**config.mk**
```make
export PLATFORM = sky130hd
export DESIGN_NAME = div_unit_param
export DESIGN_NICKNAME = d
export VERILOG_FILES = /design/src/rtl/div_pkg.sv /design/src/rtl/div_step.sv /design/src/rtl/div_unit_param.sv
export SDC_FILE = /design/constraint.sdc
export NUM_CORES = 1
export LEC_CHECK = 0
export CORE_AREA = 3 3 225 227
export CTS_CLUSTER_SIZE = 16
export DETAILED_ROUTE_END_ITERATION = 8
export DIE_AREA = 0 0 228 230
export PLACE_DENSITY = 0.44
export SYNTH_ARGS = -nofsm -noshare
export SYNTH_HDL_FRONTEND = slang
export SYNTH_HIERARCHICAL = 1
export SYNTH_SLANG_ARGS = --single-unit
export TNS_END_PERCENT = 5
```
**constraint.sdc**
```tcl
create_clock -name clk -period 4.1 [get_ports clk]
set_input_delay 0.82 -clock clk [delete_from_list [all_inputs] [get_ports clk]]
set_output_delay 0.82 -clock clk [all_outputs]
set_load 0.1 [all_outputs]
```
**src/rtl/div_pkg.sv**
```systemverilog
// Shared types and helpers for the sequential radix-2 restoring divider.
// Helpers operate on MaxWidth-bit vectors; callers extend and truncate to their own width.
package div_pkg;

  typedef enum logic [1:0] {
    IDLE,
    CALC,
    FIX,
    DONE
  } div_state_t;

  localparam int unsigned MaxWidth = 64;

  // Two's-complement negate when neg is set. Truncating the result to any width <= MaxWidth
  // yields the negation at that width, so this also serves as abs() given the sign bit.
  function automatic logic [MaxWidth-1:0] neg_if(input logic [MaxWidth-1:0] v, input logic neg);
    return neg ? (~v + MaxWidth'(1)) : v;
  endfunction

endpackage

```
**src/rtl/div_step.sv**
```systemverilog
// One restoring-division iteration: shift in a dividend bit, trial-subtract the divisor.
module div_step #(
  parameter int unsigned WIDTH = 32
) (
  input  logic [WIDTH-1:0] rem,
  input  logic             bit_in,
  input  logic [WIDTH-1:0] divisor,
  output logic [WIDTH-1:0] rem_next,
  output logic             q_bit
);

  logic [WIDTH:0] shifted;

  // The partial remainder is always below the divisor, so a kept difference fits WIDTH bits.
  always_comb begin
    shifted  = {rem, bit_in};
    q_bit    = (shifted >= {1'b0, divisor});
    rem_next = q_bit ? WIDTH'(shifted - {1'b0, divisor}) : shifted[WIDTH-1:0];
  end

endmodule

```
**src/rtl/div_unit_param.sv**
```systemverilog
// Multi-cycle signed/unsigned integer divider with RISC-V M-extension result semantics.
// Optional DIV_ZERO_FAST_EN: a zero divisor skips CALC/FIX and completes in one cycle.
module div_unit_param
  import div_pkg::*;
#(
  parameter int unsigned WIDTH = 32
) (
  input  logic             clk,
  input  logic             reset,
  input  logic             start_i,
  input  logic [WIDTH-1:0] A_i,
  input  logic [WIDTH-1:0] B_i,
  input  logic             sign_i,
  input  logic             div_or_rem_sel_i,
  output logic [WIDTH-1:0] quotient_o,
  output logic [WIDTH-1:0] remainder_o,
  output logic [WIDTH-1:0] QR_o,
  output logic             ready_o,
  output logic             busy_o,
  output logic             dbz_o
);

  localparam int unsigned CntW = (WIDTH > 1) ? $clog2(WIDTH) : 1;

  div_state_t      state_q;
  logic [CntW-1:0] cnt_q;
  logic [WIDTH-1:0] dvd_q;  // dividend shifts out the top, quotient bits shift in the bottom
  logic [WIDTH-1:0] rem_q;
  logic [WIDTH-1:0] dvs_q;
  logic            neg_quo_q;
  logic            neg_rem_q;
  logic            sel_q;
  logic            dbz_q;

  logic [WIDTH-1:0] a_mag;
  logic [WIDTH-1:0] b_mag;
  logic            a_neg;
  logic            b_neg;
  logic [WIDTH-1:0] rem_next;
  logic            q_bit;
  logic [WIDTH-1:0] q_res;
  logic [WIDTH-1:0] r_res;

  always_comb begin
    a_neg = sign_i & A_i[WIDTH-1];
    b_neg = sign_i & B_i[WIDTH-1];
    a_mag = WIDTH'(neg_if(MaxWidth'(A_i), a_neg));
    b_mag = WIDTH'(neg_if(MaxWidth'(B_i), b_neg));
  end

  div_step #(
    .WIDTH(WIDTH)
  ) u_step (
    .rem     (rem_q),
    .bit_in  (dvd_q[WIDTH-1]),
    .divisor (dvs_q),
    .rem_next(rem_next),
    .q_bit   (q_bit)
  );

  // A zero divisor leaves |A| in the remainder; restoring the dividend sign gives A back.
  always_comb begin
    q_res = dbz_q ? '1 : WIDTH'(neg_if(MaxWidth'(dvd_q), neg_quo_q));
    r_res = WIDTH'(neg_if(MaxWidth'(rem_q), neg_rem_q));
  end

  always_ff @(posedge clk) begin
    if (reset) begin
      state_q     <= IDLE;
      cnt_q       <= '0;
      dvd_q       <= '0;
      rem_q       <= '0;
      dvs_q       <= '0;
      neg_quo_q   <= 1'b0;
      neg_rem_q   <= 1'b0;
      sel_q       <= 1'b0;
      dbz_q       <= 1'b0;
      quotient_o  <= '0;
      remainder_o <= '0;
      QR_o        <= '0;
      ready_o     <= 1'b0;
      busy_o      <= 1'b0;
      dbz_o       <= 1'b0;
    end else begin
      ready_o <= 1'b0;
      unique case (state_q)
        IDLE: begin
          if (start_i) begin
            sel_q     <= div_or_rem_sel_i;
            dbz_q     <= (B_i == '0);
            neg_quo_q <= a_neg ^ b_neg;
            neg_rem_q <= a_neg;
            dvd_q     <= a_mag;
            dvs_q     <= b_mag;
            rem_q     <= '0;
            cnt_q     <= CntW'(WIDTH - 1);
            busy_o    <= 1'b1;
`ifdef DIV_ZERO_FAST_EN
            if (B_i == '0) begin
              quotient_o  <= '1;
              remainder_o <= A_i;
              QR_o        <= div_or_rem_sel_i ? A_i : '1;
              dbz_o       <= 1'b1;
              ready_o     <= 1'b1;
              state_q     <= DONE;
            end else begin
              state_q <= CALC;
            end
`else
            state_q <= CALC;
`endif
          end
        end
        CALC: begin
          rem_q <= rem_next;
          dvd_q <= {dvd_q[WIDTH-2:0], q_bit};
          cnt_q <= cnt_q - 1'b1;
          if (cnt_q == '0) begin
            state_q <= FIX;
          end
        end
        FIX: begin
          quotient_o  <= q_res;
          remainder_o <= r_res;
          QR_o        <= sel_q ? r_res : q_res;
          dbz_o       <= dbz_q;
          ready_o     <= 1'b1;
          state_q     <= DONE;
        end
        DONE: begin
          busy_o  <= 1'b0;
          state_q <= IDLE;
        end
        default: begin
          busy_o  <= 1'b0;
          state_q <= IDLE;
        end
      endcase
    end
  end

endmodule

```
; ---- Yosys cells after proc, flatten, opt, wreduce, memory -nomap -nowiden
; Index checks and enable logic that the tools add are counted.
[word_totals]
reg_bits = 206
in_bits = 69
out_inout_bits = 99
elab_cells = 62
[classes]
n_addsub = 6
order_cmp = 1
n_eq_ne = 5
mux = 19
n_bitwise = 7
n_reduce_logical = 9
[op_table]
columns = cell, count
row1 = 32-bit 2-to-1 mux, 9
row2 = "32-bit by 1-bit adder with 32-bit output, second input constant", 4
row3 = 32-bit NOT, 4
row4 = 32-bit case mux with 2 select lines, 2
row5 = 33-bit by 32-bit >= comparator with 1-bit output, 1
row6 = 32-bit zero test, 1
row7 = 32-bit subtractor, 1
row8 = 5-bit case mux with 2 select lines, 1
row9 = 2-bit case mux with 4 select lines, 1
row10 = 2-bit AND reduction, 4
row11 = 5-bit zero test, 1
row12 = 5-bit 2-to-1 mux, 1
row13 = "5-bit by 1-bit subtractor with 5-bit output, second input constant", 1
row14 = "2-bit == test, second input constant", 2
row15 = 2-bit 2-to-1 mux, 2
row16 = "2-bit != test, second input constant", 2
row17 = 2-bit nonzero test, 2
row18 = 1-bit bitwise AND, 2
row19 = "2-bit by 1-bit == test with 1-bit output, second input constant", 1
row20 = 2-bit zero test, 1
row21 = 1-bit 2-to-1 mux, 2
row22 = 1-bit case mux with 2 select lines, 1
row23 = 1-bit bitwise XOR, 1

; ---- Depth between registers and ports, before layout
; Gate-level depths: netlist of run 1.
[depth]
depth_word = 5
mapped_depth = 15
ltp_nobuf = 13

; ---- Hierarchy
; The synthesis of run 1 kept the hierarchy.
[by_module_without_submodules]
columns = module, n_inst, cells_per_inst, area_per_inst_um2, seq_area_each_um2
row1 = div_unit_param, 1, 1259, 10561.4, 4124.0
row2 = div_step, 1, 354, 2558.7, 0.0

; ---- Least setup slack after synthesis of run 1
; No wires, ideal clock.
[synth_timing]
kind = flip-flop to flip-flop
from = register rem_q[9]
to = register rem_q[10]
setup_time_ns = 0.128
arrival_time_ns = 2.858
required_time_ns = 3.972
path_slack_ns = 1.114
path_stages_with_launch = 15
path_buffers = 3
period_less_slack_ns = 2.986
path_cell_list = dfxtp_1 -> ha_1 -> buf_2 -> nand2_1 -> or4_1 -> nor3_1 -> nand3_1 -> a31oi_1 -> or4_1 -> o32a_2 -> buf_6 -> buf_12 -> mux2_4 -> a22oi_1 -> nor2_1
[synth_via]
elab_chain_len = 3
word_cells_on_any_way = 4
classes_between = add/sub (1) / order compare (1) / mux (2)
[synth_lines]
columns = element, line
row1 = from (decl), div_unit_param.sv:28  ; logic [WIDTH-1:0] rem_q;
row2 = from (signal assigned), div_unit_param.sv:115  ; rem_q <= rem_next;
row3 = 32-bit subtractor / 33-bit by 32-bit >= comparator with 1-bit output (equally long branches), "div_step.sv:18, div_step.sv:17"
row4 = 32-bit 2-to-1 mux *, div_step.sv:18  ; rem_next = q_bit ? WIDTH'(shifted - {1'b0, divisor}) : shifted[WIDTH-1:0];
row5 = named net rem_next[10], div_unit_param.sv:39  ; logic [WIDTH-1:0] rem_next;
row6 = 32-bit case mux with 2 select lines *, div_unit_param.sv:86  ; unique case (state_q)
; The timed path passes the listed nets; every way through them passes the cells marked *.
; A chain may end at the register's enable or synchronous reset.

; ---- Worst setup path after layout of run 1
[layout_timing]
from = register rem_q[7]
to = register rem_q[2]
[layout_via]
elab_chain_len = 3
[layout_lines]
columns = element, line
row1 = 33-bit by 32-bit >= comparator with 1-bit output, div_step.sv:17  ; q_bit = (shifted >= {1'b0, divisor});
row2 = named net q_bit, div_unit_param.sv:40  ; logic q_bit;
row3 = 32-bit 2-to-1 mux, div_step.sv:18
row4 = named net rem_next[2], div_unit_param.sv:39
row5 = 32-bit case mux with 2 select lines, div_unit_param.sv:86
; The timed path passes the listed nets, and every way through them passes these cells.

==> impl_results.md, run 1 <==
* Standby leakage power at 5.95 nW
* Cell area after technology mapping at 13100 um2
* Outcome: finished, final reports clean
* Via count at 12.1k
* Final-layout fill cell count at 5198
* Seq cells post-synth at roughly 200
* Setup tns final at 0 ns
* Total routing usage reported by global routing at between 10% and 20%
* Setup repair after global routing missed its margin: false
* Final Skew at 0.00987 ns
* Num Clock Sinks at 206
* Area occupied by registers at 4120 um2
* P per Cell Area at around 700 nW/um2
* Last weighted congestion value of the routability-driven placer at 0.820
* Ys Warns at 6
* Height of the chip at 230 um
* Async set-reset flop share out of synthesis at 0%
* Max Slew Vio Count at 0
* CTS tree: built
* EDFF count, synth at 0
* Slack of the worst reg-to-reg path at 0.52 ns
* Area of the multi-input gates at 8240 um2
* Capture point of the critical path: rem_q[2]
* Max Cap Violations at 0
* Top achievable clock speed at about 0.28 GHz
* Routed WL per cell at 19.3 um
* Max transition margin at between 20 and 30%
* Layout overhead on the synthesized area at 23.8%
* Placeable core region at approximately 50000 um2
* Final global-route overflow total at 0
* Routed wire length at 46.4 mm
* Count of H-tree levels built during CTS at 1
* Count of TritonRoute iterations in the first routing pass at 5
* Critical path start-end classification: reg -> reg
* Final hold violation count at 0
* Clock latency on the worst-skew pair at approximately 0.53 ns
* Clock-pin transition on the worst setup and hold timing paths at around 0.06 ns
* Number of distinct library cells after synthesis at 84
* Worst setup slack after layout at 0.525 ns
* Number of global-route vias before repair at 11.5k
* DRC violation count after routing at 0
* Floorplan die width at 228 um
* Number of buffers inserted to repair setup after CTS at 0
* Number of hold buffers added after cts at 0
* Critical Path Start Type: flip-flop
* CP max-delay cell: or4_1
* Max clock buf depth at 3
* Launching point of the worst reg2reg path: rem_q[7]
* Largest stage delay on the critical path at 0.60 ns
* Detailed-route vias per instance at 5.02
* Most numerous cell on the critical path: or4_1
* Area enclosed by the die boundary at ~52000 um2
* Post-Synthesis Net Count at 1724
* Transition time at the pin with the least slew margin at approximately 1.1 ns
* Synthesized instance count at 1613
* Fin cells at 2404
* Worst Path Required at about 4.5 ns
* I/O pin total at 168
* Series of cell instances along the critical path: ha_1, nand2_1, or4_1, nor3_1, nand3_1, a31oi_1, or4_1, o32a_2, buf_12, mux2_1, a22oi_1, nor2_1
* Initial core utilization at 26.9%
* Nets@finish at roughly 1.8k
* Worst slack at placement at 0.524 ns
* Ys flop type: dfxtp_1
* Num CTS Buffers at 25
* Count of port buffers added during placement at 167
* CP Data Arrival Time at 3.96 ns
* Sequential element share of the synthesized area at 31.4%
* DRT antenna net count at 0
* Pin count of the biggest net entering global routing at between 80 and 90
* Master cell of the clock root buffer: clkbuf_16
* Std cell rows at 81
* Initial DRC count at 870
* Average instance area after synthesis at 8.13 um2
* Final setup violating endpoints at 0
* Hold Crit Class: reg -> reg
* Post-detail-place hpwl at 36.1 mm
* Critical path launch point: rem_q[7]
* Number of antenna violations at the first check in global routing at 1
* Shortest period the worst path allows at 3.58 ns
* Crit. End Element: flip-flop
* Critical-path maximum fanout at 26
* Placed Cells incl. Taps at roughly 2.4k
* Final worst-path cycle share at 87.2%
* Maximum ir drop on the vdd rail at 0.000285 V
* Post_cts resized at 0
* Global-route wire length before repair at 71.3 mm
* Reg2Reg Capture Point: rem_q[2]
* Depth of the most critical reg-to-reg path at 12
* Share of final-layout standard cells stronger than drive strength 1 at 7.99%
[cell type report]
type / instances / share of cell area (%)
clock inverter: 10 / 0.847
antenna: 1 / 0.0154
timing repair buffer: 202 / 12.0
sequential: 206 / 25.4
tap: 664 / 5.11
multi-input combinational: 1220 / 50.7
inverter: 66 / 1.53
clock buffer: 35 / 4.39
[power breakdown]
part | internal (W) | leakage [nW] | switching (W)
sequential | 0.00249 | 1.68 | 0.000494
combinational | 0.00178 | 3.86 | 0.00433
clock | 0.00140 | 0.413 | 0.000916
[cells in the mapped netlist (all sizes together), types with 14 or more instances]
library cell,n,share of area (%)
a211oi,86,4.9
a21o,26,1.5
a21oi,86,3.3
a221oi,15,1.0
a22oi,33,1.9
buf,30,1.5
clkbuf,91,2.6
dfxtp,206,31
ha,41,3.9
inv,65,1.9
mux2,27,3.0
mux2i,23,1.8
nand2,120,3.4
nand2b,14,0.67
nand3,22,0.84
nor2,201,5.8
nor3,29,1.1
o21ai,93,3.5
o31ai,31,2.0
o41ai,27,2.3
or3,21,1.0
or4,21,1.3
xnor2,52,3.5
xor2,86,5.7
[cell usage in the layout, fill, tap and decap left out, types with 11 or more instances in the layout]
cell	synthesis	final
xor2_1	86	86
a211oi_1	86	86
mux2_4	24	24
nand4_1	13	13
o41ai_1	20	20
mux2i_1	23	23
or4_1	17	17
dfxtp_1	206	206
xnor2_1	52	52
clkbuf_16	0	25
a31oi_1	13	13
nor4_1	11	11
nand3_1	22	22
inv_1	65	65
o21ai_0	85	85
clkdlybuf4s50_1	0	166
nand2_1	120	120
a22o_1	11	11
a21o_1	26	26
a22oi_1	33	33
nor3_1	28	28
o31ai_1	28	28
ha_1	41	39
nand2b_1	14	14
or3_1	20	20
buf_4	1	34
a21oi_1	85	85
a221oi_1	15	15
nor2_1	200	200
[worst min path at each step]
stage	slack (ns)	endpoint	depth (start not counted)	from
finish	0.46	dvs_q[29]	2	dvs_q[29]
floorplan	0.43	dvs_q[17]	2	dvs_q[17]
global route	0.47	dvs_q[19]	2	dvs_q[19]
CTS	0.46	dvs_q[29]	2	dvs_q[29]
global placement	0.44	QR_o[31]	1	QR_o[31]
detailed placement	0.45	dvs_q[19]	2	dvs_q[19]
[state kept, by name, summed over array words and instances (netlist names), 2 cells and up]
signal,flops
quotient_o,32
cnt_q,5
rem_q,32
dvd_q,32
QR_o,32
dvs_q,32
state_q,2
remainder_o,32
[cells by family (layout without fill, tap and decap cells)]
family / Yosys count / count (layout) / synth area share [%]
muxes: 50 / 50 / 4.76
adders and majority gates: 42 / 42 / 4.06
DFF: 206 / 206 / 31.4
buffers and inverters: 187 / 313 / 5.98
and+or+nand+nor: 506 / 506 / 18.5
xor gates and xnor gates: 138 / 138 / 9.21
other: 0 / 1 / 0
AOI/OAI and AO/OA: 484 / 484 / 26.1
[metrics by stage]
stage | instance area, um2 | utilization, % | hold slack, ns | power [W]
after CTS | 16200 | 33.2 | 0.458 | 0.0115
after global routing | 16200 | 33.3 | 0.475 | 0.0121
after detailed placement | 15400 | 31.5 | 0.448 | 0.00915
after floorplan | 13100 | - | 0.425 | 0.00751
final | 16200 | 33.3 | 0.455 | 0.0114
after global placement | 15400 | 31.5 | 0.438 | 0.00914
[layer usage]
metal / vias to the layer above / global-route usage [%] / part of all wire (%)
met5: - / 0 / 0
li1: 6068 / - / -
met4: 0 / 4.79 / 2.5
met1: 5649 / 24.9 / 50
met3: 54 / 1.96 / 4.2
met2: 304 / 26.3 / 43
[worst max-delay path, delay by kind of cell, from the launching register on]
| kind | cells | cell delay (ns) |
|---|---|---|
| simple gates | 6 | 1.36 |
| fa+ha+maj | 1 | 0.40 |
| flops | 1 | 0.38 |
| mux | 1 | 0.35 |
| compound gates | 3 | 0.64 |
| buf+inv | 1 | 0.27 |
Power figures use the tool's default switching activity.
==> run 2, diff against run 1 <==
Settings changed: SKIP_CTS_REPAIR_TIMING set to 1.
==> results of run 2 <==
Same layout as run 1: the final DEF is identical, and so are final timing and power.
==> run 3, diff against run 2 <==
Settings changed: RECOVER_POWER set to 25.
==> run 3 against run 2 <==
Clock skew fell by 0.00064 ns. Worst hold slack about the same. Worst setup slack got worse by 0.095 ns. Critical endpoint is now rem_q[29]. Utilization down 0.067 points. Maximum frequency down 2.6%. Via count up 0.29%. Critical path type unchanged. First-iteration DRC count is 4.7% higher. The run now ends with max-capacitance violations, max-slew violations left. Largest cell class unchanged.
==> impl_results.md, run 3 (synthesized netlist as in run 1, its figures left out) <==
* Shortest period the worst path allows at 3.67 ns (+0.0950 ns)
* Met2 track demand over resource at 26.3% (unchanged)
* Max clock buf depth at 3 (unchanged)
* DRT antenna net count at 0 (unchanged)
* Standby leakage power at 5.93 nW (-0.38%)
* Worst min-delay path startpoint: dvs_q[29]
* Via count at 12.1k (+0.29%)
* Count of TritonRoute iterations in the first routing pass at 5 (unchanged)
* Global-route wire length before repair at 71.3 mm (unchanged)
* I/O pin total at 168 (unchanged)
* Num Clock Sinks at 206 (unchanged)
* DRC violation count after routing at 0 (unchanged)
* Setup tns final at 0 ns (unchanged)
* Cell internal power dissipation at 0.00567 W (about the same)
* Switching part of the total at 50.3% (about the same)
* Critical Path Start Type: flip-flop
* Height of the chip at 230 um (unchanged)
* Nets@finish at 1832 (unchanged)
* CTS tree: built
* Global Route met3 Usage at 1.96% (unchanged)
* Worst slack at placement at 0.524 ns (unchanged)
* Final setup violating endpoints at 0 (unchanged)
* GRT met1 Usage at 24.9% (unchanged)
* WHS Path Cells at 2 (unchanged)
* CP Data Arrival Time at 4.13 ns (+0.17 ns)
* Last weighted congestion value of the routability-driven placer at 0.820 (unchanged)
* Final worst-path cycle share at 89.5% (+2.3 points)
* Clock-pin transition on the worst setup and hold timing paths at 0.07 ns (about the same)
* Final Skew at 0.00923 ns (-0.000641 ns)
* Sequential share of power at 26.1% (about the same)
* Placeable core region at 48800 um2 (unchanged)
* Number of antenna violations at the first check in global routing at 1 (unchanged)
* Area enclosed by the die boundary at 52400 um2 (unchanged)
* Max Slew Vio Count at 138 (+138)
* Depth of the most critical reg-to-reg path at 7 (-5)
* Floorplan die width at 228 um (unchanged)
* Most frequent standard cell in the layout excluding fill and tap cells: dfxtp_1
* Maximum ir drop on the vdd rail at 0.000275 V (-3.2%)
* Switching component of the power at 0.00575 W (about the same)
* Share of final-layout standard cells stronger than drive strength 1 at 7.65% (-0.35 points)
* Initial core utilization at 26.9% (unchanged)
* Logic gate share of total power at 53.6% (about the same)
* Critical path launch point: state_q[1]
* Detailed-route vias per instance at 5.04 (+0.29%)
* Proportion of power drawn by the clock network at 20.3% (about the same)
* Routed WL per cell at 19.3 um (about the same)
* Total routing usage reported by global routing at 17.0% (unchanged)
* Number of global-route vias before repair at 11.5k (unchanged)
* Final global-route overflow total at 0 (unchanged)
* Max transition margin at -66.4% (-95 points)
* Count of port buffers added during placement at 167 (unchanged)
* Busiest layer in global routing: met2
* Max Cap Violations at 3 (+3)
* Master cell of the clock root buffer: clkbuf_16
* Most used cells in the layout excluding fill and tap cells: dfxtp_1, nor2_1, clkdlybuf4s50_1, nand2_1
* Initial DRC count at 911 (+4.7%)
* Hold Crit Class: reg -> reg
* Top achievable clock speed at 0.272 GHz (-2.6%)
* Count of H-tree levels built during CTS at 1 (unchanged)
* Std cell rows at 81 (unchanged)
* Final hold violation count at 0 (unchanged)
* Setup repair after global routing missed its margin: false
* Post-detail-place hpwl at 36.1 mm (unchanged)
* Worst setup slack after layout at 0.430 ns (-0.0950 ns)
* Num CTS Buffers at 25 (unchanged)
* Launching point of the worst reg2reg path: state_q[1]
* Clock latency on the worst-skew pair at 0.53 ns (about the same)
* Crit. End Element: flip-flop
* Outcome: complete, but fails checks
* Critical-path maximum fanout at 61 (+130%)
* Critical path start-end classification: reg -> reg
* Worst Path Required at 4.56 ns (+0.08 ns)
* Transition time at the pin with the least slew margin at 2.50 ns (+1.42 ns)
* P per Cell Area at 704 nW/um2 (+0.22%)
* Pin count of the biggest net entering global routing at 83 (unchanged)
* Layout overhead on the synthesized area at 23.6%
* Routed wire length at 46.4 mm (about the same)
* Violated checks: max-capacitance violations, max-slew violations
## run 3: changes by cell type in the layout (fill, tap and decap cells not counted)
cell / before / now
and2_0: 0 / 1
and2_2: 1 / 0
buf_2: 0 / 1
buf_4: 34 / 27
clkbuf_1: 5 / 10
clkbuf_2: 0 / 1
o21ai_2: 0 / 1
o21ai_4: 1 / 0
## run 3: layout make-up
type,instances,area [um2]
Sequential cell,206,4120
Inverter,66,248
Clock buffer,35,713
Fill cell,5206,32600
Clock inverter,10,138
Tap cell,664,831
Antenna cell,1,2.50
Timing Repair Buffer,202,1920
Multi-Input combinational cell,1220,8230
## run 3: critical path, stage by stage (launching register included)
cell	delay (ns)
dfxtp_1	0.35
inv_1	0.11
ha_2	0.21
clkbuf_1	1.76
and2_1	0.30
buf_2	0.55
a22oi_1	0.16
nor2_1	0.12
## run 3: power groups by stage
stage               clock network [W]  logic, W  registers [W]
floorplan                           0   0.00301        0.00450
global placement                    0   0.00612        0.00302
detailed placement                  0   0.00613        0.00302
CTS                           0.00239   0.00614        0.00298
global route                  0.00246   0.00660        0.00306
finish                        0.00232   0.00612        0.00298
## run 3: path summary, 6_finish.rpt
kind / endpoint / slack [ns]
hold / removal: dvs_q[29] / 0.46
setup / recovery: rem_q[29] / 0.43
hold reg to reg: dvs_q[29] / 0.46
setup reg to reg: rem_q[29] / 0.43
## run 3: layer usage
layer / routed length [um] / up-vias
li1: - / 6071
met3: 2010 / 52
met1: 23200 / 5697
met4: 1160 / 0
met2: 20000 / 290
met5: 0 / -
## run 3: stage by stage
stage	cell area, um2	utilization [%]	instances	total power (W)	hold WS (ns)
5_1_grt	16200	33.2	2404	0.0121	0.475
6_report	16200	33.2	2404	0.0114	0.455
3_3_place_gp	15400	31.5	2358	0.00914	0.438
2_1_floorplan	13100	-	1613	0.00751	0.425
3_5_place_dp	15400	31.5	2358	0.00915	0.448
4_1_cts	16200	33.2	2403	0.0115	0.458
